### config.mk
export PLATFORM = sky130hd
export DESIGN_NAME = fpu_decode
export DESIGN_NICKNAME = d
export VERILOG_FILES = /design/src/rtl/fpu_types_pkg.sv /design/src/rtl/fpu_decode_logic.sv /design/src/rtl/fpu_decode.sv
export SDC_FILE = /design/constraint.sdc
export NUM_CORES = 1
export LEC_CHECK = 0
export CORE_ASPECT_RATIO = 2
export CORE_UTILIZATION = 48
export DETAILED_ROUTE_END_ITERATION = 8
export PLACE_DENSITY_LB_ADDON = 0.25
export SYNTH_ARGS = -nofsm -noshare
export SYNTH_HDL_FRONTEND = slang
export SYNTH_SLANG_ARGS = --single-unit
export TNS_END_PERCENT = 20
### constraint.sdc
create_clock -name clk -period 3.4 [get_ports clk]
set_clock_uncertainty 0.2 [all_clocks]
set_input_delay 0.51 -clock clk [delete_from_list [all_inputs] [get_ports clk]]
set_output_delay 0.51 -clock clk [all_outputs]
set_load 0.03 [all_outputs]
### src/rtl/fpu_types_pkg.sv
// fpu_types_pkg: shared encodings, op enumeration and decoded-instruction record
// for the half-precision FPU decode front end.
package fpu_types_pkg;

    localparam logic [6:0] OPCODE_FOP    = 7'b1010011;
    localparam logic [6:0] OPCODE_FMADD  = 7'b1000011;
    localparam logic [6:0] OPCODE_FMSUB  = 7'b1000111;
    localparam logic [6:0] OPCODE_FNMSUB = 7'b1001011;
    localparam logic [6:0] OPCODE_FNMADD = 7'b1001111;
    localparam logic [6:0] OPCODE_FLOAD  = 7'b0000111;
    localparam logic [6:0] OPCODE_FSTORE = 7'b0100111;

    localparam logic [1:0] FMT_HALF   = 2'b10;
    localparam logic [2:0] WIDTH_HALF = 3'b001;
    localparam logic [2:0] RM_DYN     = 3'b111;

    localparam logic [4:0] FUNCT_FADD    = 5'b00000;
    localparam logic [4:0] FUNCT_FSUB    = 5'b00001;
    localparam logic [4:0] FUNCT_FMUL    = 5'b00010;
    localparam logic [4:0] FUNCT_FDIV    = 5'b00011;
    localparam logic [4:0] FUNCT_FSGNJ   = 5'b00100;
    localparam logic [4:0] FUNCT_FMINMAX = 5'b00101;
    localparam logic [4:0] FUNCT_FSQRT   = 5'b01011;
    localparam logic [4:0] FUNCT_FCOMP   = 5'b10100;
    localparam logic [4:0] FUNCT_FCVTHI  = 5'b11000;
    localparam logic [4:0] FUNCT_FCVTIH  = 5'b11010;
    localparam logic [4:0] FUNCT_FCLASS  = 5'b11100;

    // FOP_NONE is zero so an all-zero record is the idle/reset value
    typedef enum logic [4:0] {
        FOP_NONE  = 5'd0,
        FOP_ADD   = 5'd1,
        FOP_SUB   = 5'd2,
        FOP_MUL   = 5'd3,
        FOP_DIV   = 5'd4,
        FOP_SQRT  = 5'd5,
        FOP_SGNJ  = 5'd6,
        FOP_SGNJN = 5'd7,
        FOP_SGNJX = 5'd8,
        FOP_MIN   = 5'd9,
        FOP_MAX   = 5'd10,
        FOP_EQ    = 5'd11,
        FOP_LT    = 5'd12,
        FOP_LE    = 5'd13,
        FOP_CLASS = 5'd14,
        FOP_CVTWH = 5'd15,
        FOP_CVTHW = 5'd16,
        FOP_MADD  = 5'd17,
        FOP_MSUB  = 5'd18,
        FOP_NMSUB = 5'd19,
        FOP_NMADD = 5'd20,
        FOP_LOAD  = 5'd21,
        FOP_STORE = 5'd22
    } fpu_op_t;

    typedef struct packed {
        fpu_op_t     op;
        logic [4:0]  rd;
        logic [4:0]  rs1;
        logic [4:0]  rs2;
        logic [4:0]  rs3;
        logic [2:0]  rm;
        logic [11:0] imm;
        logic        illegal;
    } fpu_dec_t;

    function automatic logic rm_reserved(input logic [2:0] rm);
        return rm[2] && (rm[1:0] != 2'b00);
    endfunction

endpackage

### src/rtl/fpu_decode_logic.sv
// fpu_decode_logic: purely combinational decode of one instruction into fpu_dec_t,
// accepting only the half-precision format.
module fpu_decode_logic
    import fpu_types_pkg::*;
(
    input  logic [31:0] instr,
    input  logic [2:0]  frm,
    output fpu_dec_t    dec
);

    logic [6:0] opcode;
    logic [4:0] funct5;
    logic [4:0] rs2;
    logic [2:0] rm;
    logic [2:0] rm_res;
    logic       half;
    logic       rnd;
    logic       illegal;
    fpu_op_t    op;

    assign opcode = instr[6:0];
    assign funct5 = instr[31:27];
    assign rs2    = instr[24:20];
    assign rm     = instr[14:12];
    assign half   = instr[26:25] == FMT_HALF;

    always_comb begin
        op  = FOP_NONE;
        rnd = 1'b0;
        case (opcode)
            OPCODE_FOP: if (half) begin
                case (funct5)
                    FUNCT_FADD:    begin op = FOP_ADD;   rnd = 1'b1; end
                    FUNCT_FSUB:    begin op = FOP_SUB;   rnd = 1'b1; end
                    FUNCT_FMUL:    begin op = FOP_MUL;   rnd = 1'b1; end
                    FUNCT_FDIV:    begin op = FOP_DIV;   rnd = 1'b1; end
                    FUNCT_FSQRT:   begin op = rs2 == 5'd0 ? FOP_SQRT : FOP_NONE; rnd = 1'b1; end
                    FUNCT_FSGNJ:   op = rm == 3'b000 ? FOP_SGNJ : rm == 3'b001 ? FOP_SGNJN :
                                        rm == 3'b010 ? FOP_SGNJX : FOP_NONE;
                    FUNCT_FMINMAX: op = rm == 3'b000 ? FOP_MIN : rm == 3'b001 ? FOP_MAX : FOP_NONE;
                    FUNCT_FCOMP:   op = rm == 3'b010 ? FOP_EQ : rm == 3'b001 ? FOP_LT :
                                        rm == 3'b000 ? FOP_LE : FOP_NONE;
                    FUNCT_FCLASS:  op = (rm == 3'b001 && rs2 == 5'd0) ? FOP_CLASS : FOP_NONE;
                    FUNCT_FCVTHI:  begin op = FOP_CVTWH; rnd = 1'b1; end
                    FUNCT_FCVTIH:  begin op = FOP_CVTHW; rnd = 1'b1; end
                    default:       op = FOP_NONE;
                endcase
            end
            OPCODE_FMADD:  begin op = half ? FOP_MADD  : FOP_NONE; rnd = 1'b1; end
            OPCODE_FMSUB:  begin op = half ? FOP_MSUB  : FOP_NONE; rnd = 1'b1; end
            OPCODE_FNMSUB: begin op = half ? FOP_NMSUB : FOP_NONE; rnd = 1'b1; end
            OPCODE_FNMADD: begin op = half ? FOP_NMADD : FOP_NONE; rnd = 1'b1; end
            OPCODE_FLOAD:  op = rm == WIDTH_HALF ? FOP_LOAD  : FOP_NONE;
            OPCODE_FSTORE: op = rm == WIDTH_HALF ? FOP_STORE : FOP_NONE;
            default:       op = FOP_NONE;
        endcase
    end

    // Dynamic rounding is resolved here so downstream units see a concrete mode
    assign rm_res  = rm == RM_DYN ? frm : rm;
    assign illegal = op == FOP_NONE || (rnd && rm_reserved(rm_res));

    assign dec.op      = illegal ? FOP_NONE : op;
    assign dec.rd      = instr[11:7];
    assign dec.rs1     = instr[19:15];
    assign dec.rs2     = rs2;
    assign dec.rs3     = funct5;
    assign dec.rm      = rnd ? rm_res : rm;
    assign dec.imm     = opcode == OPCODE_FLOAD  ? instr[31:20] :
                         opcode == OPCODE_FSTORE ? {instr[31:25], instr[11:7]} : 12'd0;
    assign dec.illegal = illegal;

endmodule

### src/rtl/fpu_decode.sv
// fpu_decode: one-cycle FP instruction decoder with output register and optional
// skid register (enabled by macro FPU_DECODE_SKID_EN).
module fpu_decode
    import fpu_types_pkg::*;
(
    input  logic        clk,
    input  logic        rst,
    input  logic        flush,
    input  logic [2:0]  frm,
    input  logic        in_valid,
    output logic        in_ready,
    input  logic [31:0] in_instr,
    output logic        out_valid,
    input  logic        out_ready,
    output fpu_op_t     out_op,
    output logic [4:0]  out_rd,
    output logic [4:0]  out_rs1,
    output logic [4:0]  out_rs2,
    output logic [4:0]  out_rs3,
    output logic [2:0]  out_rm,
    output logic [11:0] out_imm,
    output logic        out_illegal
);

    fpu_dec_t dec;
    fpu_dec_t out_q;
    fpu_dec_t skid_q;
    logic     out_v;
    logic     skid_v;
    logic     rdy_q;
    logic     acc;
    logic     load_out;
    logic     out_v_n;

    fpu_decode_logic u_logic (
        .instr (in_instr),
        .frm   (frm),
        .dec   (dec)
    );

    assign load_out = !out_v || out_ready;
    assign acc      = in_valid && in_ready;
    assign out_v_n  = flush ? 1'b0 : load_out ? (skid_v || acc) : 1'b1;

`ifdef FPU_DECODE_SKID_EN
    logic skid_v_n;

    assign skid_v_n = flush ? 1'b0 : load_out ? 1'b0 : (skid_v || acc);
    assign in_ready = rdy_q;

    // Ready is registered from the next skid state to keep out_ready off the input path
    always_ff @(posedge clk or posedge rst) begin
        if (rst) begin
            skid_v <= 1'b0;
            skid_q <= '0;
            rdy_q  <= 1'b0;
        end else begin
            skid_v <= skid_v_n;
            rdy_q  <= !skid_v_n;
            if (!flush && !load_out && acc)
                skid_q <= dec;
        end
    end
`else
    assign skid_v   = 1'b0;
    assign skid_q   = '0;
    assign in_ready = rdy_q && load_out;

    always_ff @(posedge clk or posedge rst) begin
        if (rst)
            rdy_q <= 1'b0;
        else
            rdy_q <= 1'b1;
    end
`endif

    always_ff @(posedge clk or posedge rst) begin
        if (rst) begin
            out_v <= 1'b0;
            out_q <= '0;
        end else begin
            out_v <= out_v_n;
            if (!flush && load_out && (skid_v || acc))
                out_q <= skid_v ? skid_q : dec;
        end
    end

    assign out_valid   = out_v;
    assign out_op      = out_q.op;
    assign out_rd      = out_q.rd;
    assign out_rs1     = out_q.rs1;
    assign out_rs2     = out_q.rs2;
    assign out_rs3     = out_q.rs3;
    assign out_rm      = out_q.rm;
    assign out_imm     = out_q.imm;
    assign out_illegal = out_q.illegal;

endmodule

# Yosys cells after proc, flatten, opt, wreduce, memory -nomap -nowiden
# Index checks and enable logic that the tools add are counted.
[op_classes] eq_ne=21 muxes=29 n_reduce_logical=18
[op_table] operator="$mux W5" count=13
[op_table] operator="$pmux W5 S11" count=1
[op_table] operator="$eq A7 B7 Y1 const B" count=5
[op_table] operator="$pmux W5 S7" count=1
[op_table] operator="$mux W12" count=2
[op_table] operator="$eq A5 B5 Y1 const B" count=4
[op_table] operator="$mux W4" count=4
[op_table] operator="$logic_not A5 Y1" count=3
[op_table] operator="$eq A5 B2 Y1 const B" count=2
[op_table] operator="$eq A5 B3 Y1 const B" count=2
[op_table] operator="$mux W3" count=3
[op_table] operator="$eq A7 B3 Y1 const B" count=1
[op_table] operator="$eq A7 B6 Y1 const B" count=1
[op_table] operator="$logic_and A1 B1 Y1" count=7
[op_table] operator="$reduce_or A7 Y1" count=1
[op_table] operator="$eq A5 B1 Y1 const B" count=1
[op_table] operator="$eq A5 B4 Y1 const B" count=1
[op_table] operator="$mux W1" count=4
[op_table] operator="$reduce_or A4 Y1" count=1
[op_table] operator="$eq A3 B1 Y1 const B" count=1
[op_table] operator="$eq A3 B2 Y1 const B" count=1
[op_table] operator="$eq A3 B3 Y1 const B" count=1
[op_table] operator="$logic_not A3 Y1" count=1
[op_table] operator="$eq A2 B2 Y1 const B" count=1
[op_table] operator="4 further kinds" count=6
[totals] ff_bits=43

# Logic depth before layout (Yosys ltp)
# Gate-level depths: netlist (run 1).
[logic_depth] word_depth=10 depth_mapped=7 ltp_nobuf=6

# Modules after synthesis
# From an unflattened synthesis (run 1), not the netlist that was laid out.
[unflattened] hier_cells=225 area_unflattened_um2=2656.3
[modules_own_cells] module="fpu_decode" n_inst=1 cells_per_inst=94 area_per_inst_um2=1785.5
[modules_own_cells] module="fpu_decode_logic" n_inst=1 cells_per_inst=131 area_per_inst_um2=870.8

# Worst setup path after synthesis (run 1)
# OpenSTA, ideal clock, no wires.
[synth_path] kind="input -> register" from="input port in_instr[5]" to="register out_q, in the netlist out_rm[0]" setup_ps=118 t_arrival_ps=1843 required_time_ps=3082 slack_ps=1238 path_stages=7 path_buffers=1 path_cell_list="buf_6 nand4bb_4 nor4_4 a31oi_1 nand2b_4 o311a_1 a21o_1"
[synth_via] elab_chain_len=4 word_cells_on_any_way=8
[synth_lines] item="from (decl)" line="fpu_decode.sv:12" text="input logic [31:0] in_instr,"
[synth_lines] item="$eq A7 B7 Y1" line="fpu_decode_logic.sv:30" text="case (opcode)"
[synth_lines] item="$reduce_or A4 Y1 (no line)"
[synth_lines] item="$pmux W1 S2 (*)" line="fpu_decode_logic.sv:30"
[synth_lines] item="$mux W3 (*)" line="fpu_decode_logic.sv:68" text="assign dec.rm = rnd ? rm_res : rm;"
[synth_lines] item="to (signal assigned)" line="fpu_decode.sv:84" text="out_q <= skid_v ? skid_q : dec;"
[synth_lines] item="to (decl)" line="fpu_decode.sv:26" text="fpu_dec_t out_q;"
# Mark *: on every way between the ends. The rest lies on a longest branch, timed or not.
# A chain may end at the register's enable or synchronous reset.

# Worst setup path after layout (run 1)
[layout_path] from="input port in_instr[27]" to="register out_q, in the netlist out_op[3]"
[layout_via] elab_chain_len=8 word_cells_on_any_way=22
[layout_lines] item="parallel branches: the longest is 7 deep, another holds $pmux W5 S11"
[layout_lines] item="$mux W5 (*)" line="fpu_decode_logic.sv:63" text="assign dec.op = illegal ? FOP_NONE : op;"
# Every way passes the cells marked *.

==> results.toml, run 1 <==
[run_status]
status = "complete, no violations"

[final_layout]
nets = 368
finalNonFillerCells = 384
fin_area_um2 = 3224
syn_to_final_growth_pct = 42.77
antenna_cells = 0
drive_above_1_share_pct = 6.687
final_core_util_pct = 70.80
fillCellCount = 382

[die]
start_util_pct = 49.59
die_h_um = 99.01
fp-row-count = 35
io_pins = 83
die_area_um2 = 5000
die_w_um = 50.50
coreArea_um2 = 4554

[clock_tree]
ctsHoldBuffers = 0
htreeDepth = 2
root_buffer = "clkbuf_8"
post_cts_resized = 0
cts-buffers-inserted = 5
clock_latency_ps = 290
post_cts_buffers = 0
cts.clk_slew.worst_paths_ps = 70
cts.path.max_buffers = 2
cts_tree = "yes"
clock-sinks = 43

[synth]
yosys.area.top_type = "dfrtp_1"
synthDistinctLibCells = 57
synthAdderAreaFrac_pct = 0
synth_top_family_by_area = "simple AND/OR/NAND/NOR gates"
synth_area_leaders = "dfrtp_1, nand2_1, o21ai_0"
ys_top_cells_by_count = "nand2_1, dfrtp_1, o21ai_0, clkbuf_1, inv_1"
yosysWarningCount = 0
syn_inst = 247
syn_area_per_cell_um2 = 9.143
ys_seq_elements = 43
yosys.area_share.simple_pct = 27.09
synth_top_area_share_pct = 47.65
synth_edf_count = 0
syn-num-nets = 287
synth_compound_area_share_pct = 18.28
synth-xor-area-share_pct = 0.3878
synth.most_common_cell = "nand2_1"
synth-async-reset-ratio_pct = 100.0
yosysSeqAreaShare_pct = 47.65
ys.flop_type = "dfrtp_1"
synth_mux_area_share_pct = 2.216
syn_area_um2 = 2258

[setup_path]
endpoint_kind = "register"
critPathArrivalTime_ps = 2680
critPathTopFamily = "buffers and inverters"
slowest_delay_ps = 680
path_class = "input pin to register"
cp.required_ps = 3400
start_kind = "input pin"
cp_max_fo = 12
crit_chain = "clkdlybuf4s50_1 > inv_1 > or4_1 > a2111oi_2 > o21ai_1 > o31ai_1"
critPathBufInv = 2
worst_path_max_delay_cell = "clkdlybuf4s50_1"

[placed_design]
post-place-cells = 376
detailed_place_hpwl_um = 4682
gp_congestion = 0.9250
place.port_buffers = 82
place_area_um2 = 3124
dp_slack_ps = 429.9

[sta]
min_period_over_period_pct = 78.95
rsz0062_at_grt = "false"
tightest_slew_ps = 880.3
maxClockFrequency_mhz = 372.5
setup_slack_ps = 715.8
final.min_clock_period_ps = 2684
final_hold_viol_count = 0
holdWs_ps = 274.1
timing_max_transition_violations_final = 0
tns_ps = 0
setup_viol = 0
maxSlewHeadroom_pct = 41.23

[route]
first_pass_iters = 4
dr_wl_met2_um = 3457
met1_length_um = 2215
drcViolationCount = 0
ant_nets = 0
vias = 2180
drt-total-wl_um = 6194
drt-vias-per-instance = 5.677
highest_layer = "met4"
drt_iter0_markers = 57
wl_per_cell_um = 16.13
met3_length_um = 297

[global_routing]
grt_max_degree = 44
antenna_found_initial = 0
grt_first_pass_wirelength_um = 10340
first_global_vias = 2326
grt_usage_pct = 27.49
grt_overflow_total = 0

[power]
switching_share_pct = 31.61
seqPwrFrac_pct = 43.9
p_switching_uw = 428.0
ir_drop_mv = 0.3335
p_leak_nw = 1.459
combPwrFrac_pct = 30.0
total_power_mw = 1.354
pwr-share-clk_pct = 26.1
power_density_nw_per_um2 = 419.9
intPower_uw = 926.0

[worst_hold_path]
holdCritPathClass = "register to register"

[job]
cap_violations = 0
==> layout make-up <==
| class | instances | area, um^2 | share of cell area, % |
|---|---|---|---|
| repair buffers | 87 | 858.3 | 26.62 |
| well taps | 55 | 68.82 | 2.134 |
| flip-flops and latches | 43 | 1076 | 33.37 |
| inverters | 9 | 33.78 | 1.048 |
| multi-input cells | 182 | 1087 | 33.72 |
| clock buffers | 8 | 100.1 | 3.104 |
==> worst register-to-register path, stage by stage, from the launching register on <==
cell	delay (ps)
dfrtp_1	380
nand2b_1	110
and2_1	160
and3b_1	360
nand3_1	390
o21ai_0	310
==> cell usage in the layout, fill, tap and decap left out, types with 2 or more instances in the layout <==
cell,synthesis,routed
o21ai_0,21,21
a221oi_1,2,2
buf_4,1,5
nand3b_1,2,2
a22o_1,3,3
dfrtp_1,43,43
and3b_1,2,2
o41ai_1,2,2
nor4_1,2,2
nand4_1,2,2
clkbuf_8,0,7
a21oi_1,4,4
and4bb_2,2,2
a31oi_1,2,2
inv_2,1,2
o21ai_1,3,3
nand2_1,71,71
nand2b_1,3,3
inv_1,8,7
nor2_1,7,7
nor3b_2,2,2
o22ai_1,2,2
nor3b_1,3,3
o311a_1,2,2
a21o_1,4,4
a211oi_1,2,2
a32oi_1,2,2
o31ai_1,2,2
mux2i_1,5,5
clkdlybuf4s50_1,0,82
nand3_1,5,5
nor2b_1,2,2
==> cells by family (layout without fill, tap and decap cells) <==
family / count (synthesis) / in the layout
simple gates: 115 / 115
compound gates: 60 / 60
flops: 43 / 43
buf+inv: 22 / 104
mux: 5 / 5
other cells: 1 / 1
xor+xnor: 1 / 1
==> registers in the layout, summed over array words and instances (netlist names) <==
name / flops
out_imm: 12
out_op: 5
out_rd: 5
out_rs1: 5
out_rs2: 5
out_rs3: 5
out_rm: 3
out_illegal: 1
out_valid: 1
rdy_q: 1
==> metal layers <==
layer,global-route usage (%),up-vias
met5,0,-
met4,17.95,0
met3,5.247,21
met2,48.51,74
met1,28.36,1052
li1,-,1033
==> power by group through the flow <==
stage               clock network (mW)  logic, mW  registers [mW]
floorplan                            0      0.103           0.710
detailed placement                   0      0.408           0.604
CTS                              0.368      0.409           0.595
global route                     0.375      0.434           0.600
finish                           0.354      0.406           0.594
global placement                     0      0.402           0.603
==> worst paths after layout <==
| check | depth (start not counted) | endpoint | slack (ps) | from |
|---|---|---|---|---|
| max | 6 | out_op[3] | 720 | in_instr[27] |
| min | 2 | out_rs1[2] | 270 | out_rs1[2] |
| max reg2reg | 5 | out_imm[9] | 1410 | out_valid |
| min reg2reg | 2 | out_rs1[2] | 270 | out_rs1[2] |
| max in group asynchronous | 2 | out_op[1] | 1930 | rst |
| min in group asynchronous | 2 | out_rd[0] | 510 | rst |
No activity file was read; power rests on OpenSTA's default activity.
==> run 2: changes to the inputs <==
Settings changed: CORE_UTILIZATION 48 to 40.
Clock period 3.4 ns to 2.4 ns, I/O delays scaled along.
==> run 2 against run 1 <==
Against the previous run:
- hold slack got worse by 6.6 ps
- wire length grew 2.6%
- cell area rose by 8.3%
- worst setup slack lost 600 ps
- first-iteration DRC count grew 5.3%
- largest power group unchanged
- utilization shrank 6.4 points
- largest cell class is now non-clock buffers
- non-clock buffer count increased by 33
- clock power grew 55%
- critical path depth stayed put
==> results.toml, run 2 (same netlist as run 1, synthesis figures left out) <==
[run_status]
status = "complete, no violations"

[sta]
rsz0062_at_grt = "false"
timing_max_transition_violations_final = 0
tightest_slew_ps = 635.4
min_period_over_period_pct = 94.98
maxClockFrequency_mhz = 438.7
holdWs_ps = 267.5
maxSlewHeadroom_pct = 57.58
final.min_clock_period_ps = 2279
setup_slack_ps = 120.5
setup_viol = 0
final_hold_viol_count = 0

[job]
cap_violations = 0

[final_layout]
antenna_cells = 0
largest_reg_flops = 12
drive_above_1_share_pct = 15.51
fillCellCount = 460
seq_area_um2 = 1076
final_common_cell = "clkdlybuf4s50_1"
fin_area_um2 = 3492
nets = 401
multi_input_area_um2 = 1092
final_core_util_pct = 64.43
syn_to_final_growth_pct = 54.63
final_cell_mix = "clkdlybuf4s50_1, nand2_1, dfrtp_1"

[route]
ant_nets = 0
wl_per_cell_um = 15.09
drt-total-wl_um = 6353
drcViolationCount = 0
first_pass_iters = 4
vias = 2244
drt_iter0_markers = 60
drt-vias-per-instance = 5.330

[global_routing]
first_global_vias = 2218
grt_max_degree = 31
antenna_found_initial = 0
grt_first_pass_wirelength_um = 10060
grt_overflow_total = 0
grt_usage_pct = 23.20

[die]
coreArea_um2 = 5420
die_w_um = 55.13
fp-row-count = 38
start_util_pct = 41.67
io_pins = 83
die_area_um2 = 5969
die_h_um = 108.3

[power]
power_density_nw_per_um2 = 571.7
pwr-share-clk_pct = 27.5
ir_drop_mv = 0.5076
seqPwrFrac_pct = 42.1
p_switching_uw = 617.2
total_power_mw = 1.996
p_leak_nw = 1.630
intPower_mw = 1.379
switching_share_pct = 30.92
combPwrFrac_pct = 30.3

[clock_tree]
cts.clk_slew.worst_paths_ps = 80
cts-buffers-inserted = 5
htreeDepth = 2
clock_latency_ps = 290
cts_tree = "yes"
root_buffer = "clkbuf_8"
clock-sinks = 43
post_cts_buffers = 0
cts.path.max_buffers = 2
ctsHoldBuffers = 0

[setup_path]
critPathTopFamily = "compound AO/OA/AOI/OAI gates"
critPathBufInv = 2
start_kind = "input pin"
slowest_delay_ps = 550
worstReg2RegEnd = "out_illegal"
path_class = "input pin to register"
r2r_start = "out_valid"
critPathArrivalTime_ps = 2280
r2r_cells = 6
cp.required_ps = 2400
cp_max_fo = 5
endpoint_kind = "register"
crit_chain = "clkdlybuf4s50_1 > inv_1 > or4_1 > a2111oi_2 > o21ai_1 > o31ai_1"
worst_path_max_delay_cell = "clkdlybuf4s50_1"
rrSetupSlack_ps = 560
worst_setup_path_startpoint = "in_instr[27]"

[worst_hold_path]
holdCritPathClass = "input pin to async pin"

[placed_design]
dp_slack_ps = -160.4
gp_congestion = 0.9044
place.port_buffers = 82
place_area_um2 = 3378
detailed_place_hpwl_um = 4989
## run 2: repair_timing
item                                    CTS  global route
endpoints found under the hold margin     0             0
endpoints found under the setup margin    0             2
resized for setup                         0             2
## run 2: layout make-up
type	count	area share, %
inverter	9	0.9674
sequential	43	30.81
clock inverter	2	1.075
timing repair buffer	120	31.74
clock buffer	5	1.971
multi-input combinational	182	31.28
tap	60	2.150
## run 2: worst max-delay path by stage
stage	endpoint	cells after the start
global placement	out_illegal	7
global route	out_op[3]	6
finish	out_op[3]	6
floorplan	out_rd[0]	7
detailed placement	out_op[3]	6
CTS	in_ready	4
## run 2: routing by layer
metal | vias up | GRT usage [%] | routed length (um)
li1 | 1095 | - | -
met1 | 1057 | 25.40 | 2398
met2 | 73 | 39.85 | 3465
met3 | 19 | 4.360 | 259
met4 | 0 | 12.14 | 229
met5 | - | 0 | 0
## run 2: power groups by stage
stage,clock network (mW),logic (mW),registers (mW)
2_1_floorplan,0,0.146,1.01
3_3_place_gp,0,0.601,0.853
3_5_place_dp,0,0.606,0.855
4_1_cts,0.558,0.608,0.842
5_1_grt,0.593,0.646,0.851
6_report,0.550,0.605,0.841
## run 2: metrics by stage
step,setup TNS [ps],std cells
finish,0,421
global route,0,421
CTS,0,421
detailed placement,-669.4,414
global placement,-411.8,414
floorplan,0,247
==> run 3: changes to the inputs <==
Settings changed: CORE_UTILIZATION 40 to 48.
Clock period 2.4 ns to 2.82 ns, I/O delays scaled along.
==> run 3 against run 2 <==
Against the previous run:
- sequential power decreased by 15%
- critical endpoint is now in_ready
- count of clock-buffer cells in the layout up 2
- via count down 3.0%
- sequential share of layout area rose by 2.1 points
==> results.toml, run 3 (same netlist as run 1, synthesis figures left out) <==
[die]
io_pins = 83
start_util_pct = 49.59
die_h_um = 99.01
fp-row-count = 35
coreArea_um2 = 4554
die_w_um = 50.50
die_area_um2 = 5000

[sta]
holdWs_ps = 265.1
setup_viol = 0
tns_ps = 0
rsz0062_at_grt = "false"
maxClockFrequency_mhz = 404.9
min_period_over_period_pct = 87.59
final.min_clock_period_ps = 2470
final_hold_viol_count = 0
timing_max_transition_violations_final = 0

[route]
ant_nets = 0
vias = 2176
drcViolationCount = 0
drt_iter0_markers = 43
wl_per_cell_um = 16.73
drt-vias-per-instance = 5.537
drt-total-wl_um = 6575
first_pass_iters = 4

[placed_design]
place.port_buffers = 82
post-place-cells = 385
detailed_place_hpwl_um = 5120
place_area_um2 = 3192
gp_congestion = 0.9070

[global_routing]
grt_first_pass_wirelength_um = 10810
first_global_vias = 2304
grt_overflow_total = 0
grt_usage_pct = 28.77
antenna_found_initial = 0
grt_max_degree = 40

[final_layout]
final_cell_mix = "clkdlybuf4s50_1, nand2_1, dfrtp_1"
fin_area_um2 = 3273
nets = 377
syn_to_final_growth_pct = 44.93
largest_reg_flops = 12
antenna_cells = 0
final_common_cell = "clkdlybuf4s50_1"
drive_above_1_share_pct = 8.876
finalNonFillerCells = 393

[worst_hold_path]
holdCritPathClass = "input pin to async pin"

[clock_tree]
post_cts_resized = 0
cts.clk_slew.worst_paths_ps = 80
cts_tree = "yes"
clock_latency_ps = 290
clock-sinks = 43
post_cts_buffers = 0
cts.path.max_buffers = 2
htreeDepth = 2
root_buffer = "clkbuf_8"
cts-buffers-inserted = 5
ctsHoldBuffers = 0

[setup_path]
endpoint_kind = "primary output"
cp.required_ps = 2200
cp_max_fo = 3
critPathArrivalTime_ps = 1850
path_class = "input pin to primary output"
start_kind = "input pin"

[power]
switching_share_pct = 32.85
total_power_mw = 1.600
p_switching_uw = 525.6
power_density_nw_per_um2 = 488.8
ir_drop_mv = 0.4476
p_leak_nw = 1.494
intPower_mw = 1.074
pwr-share-clk_pct = 23.9
seqPwrFrac_pct = 44.9
combPwrFrac_pct = 31.3

[job]
cap_violations = 0

[run_status]
status = "complete, no violations"
[run 3: cell count changes in the layout (fill, tap and decap cells not counted)]
cell	previous run	this run
buf_4	38	14
bufinv_16	1	0
clkbuf_1	0	2
clkdlybuf4s50_1	81	82
clkinv_2	0	1
clkinvlp_4	1	0
dlymetal6s2s_1	1	0
nor3_1	0	1
nor3_2	1	0
[run 3: power groups by stage]
stage          Clock [mW]  Combinational [mW]  Sequential (mW)
3_5_place_dp            0               0.502            0.730
2_1_floorplan           0               0.125            0.856
4_1_cts             0.386               0.504            0.718
3_3_place_gp            0               0.496            0.726
5_1_grt             0.412               0.534            0.725
6_report            0.382               0.500            0.718
[run 3: cell type report]
cell class,instances,area (um^2)
fillers,383,1281
multi-input cells,182,1087
flip-flops and latches,43,1076
repair buffers,96,925.9
clock buffers,7,76.32
well taps,55,68.82
inverters,9,33.78
clock inverters,1,5.005
[run 3: critical path: stages]
cell and delay, ps:
clkdlybuf4s50_1 450, nand2b_1 140, and2_1 160, clkdlybuf4s50_1 670
[run 3: worst paths after layout]
check	start	end	depth (start not counted)	slack, ps
setup / recovery	out_ready	in_ready	4	350
hold / removal	rst	out_imm[8]	2	270
setup reg to reg	out_valid	out_imm[0]	5	810
hold reg to reg	out_imm[2]	out_imm[2]	2	280
max in group asynchronous	rst	out_rs1[4]	3	1490
min in group clk	out_imm[2]	out_imm[2]	2	280
[run 3: routing by layer]
metal | vias up | part of all wire (%) | track usage [%]
met5 | - | 0 | 0
met4 | 0 | 2.4 | 12.82
met3 | 15 | 4.6 | 4.630
met2 | 84 | 57 | 53.23
met1 | 1022 | 36 | 30.61
li1 | 1055 | - | -
[run 3: stage by stage]
step	util (%)	worst slack (ps)
after detailed placement	70.08	124.7
after CTS	71.87	350.6
after floorplan	-	684.2
after global routing	71.87	269.1
final	71.87	350.1
after global placement	70.08	102.6
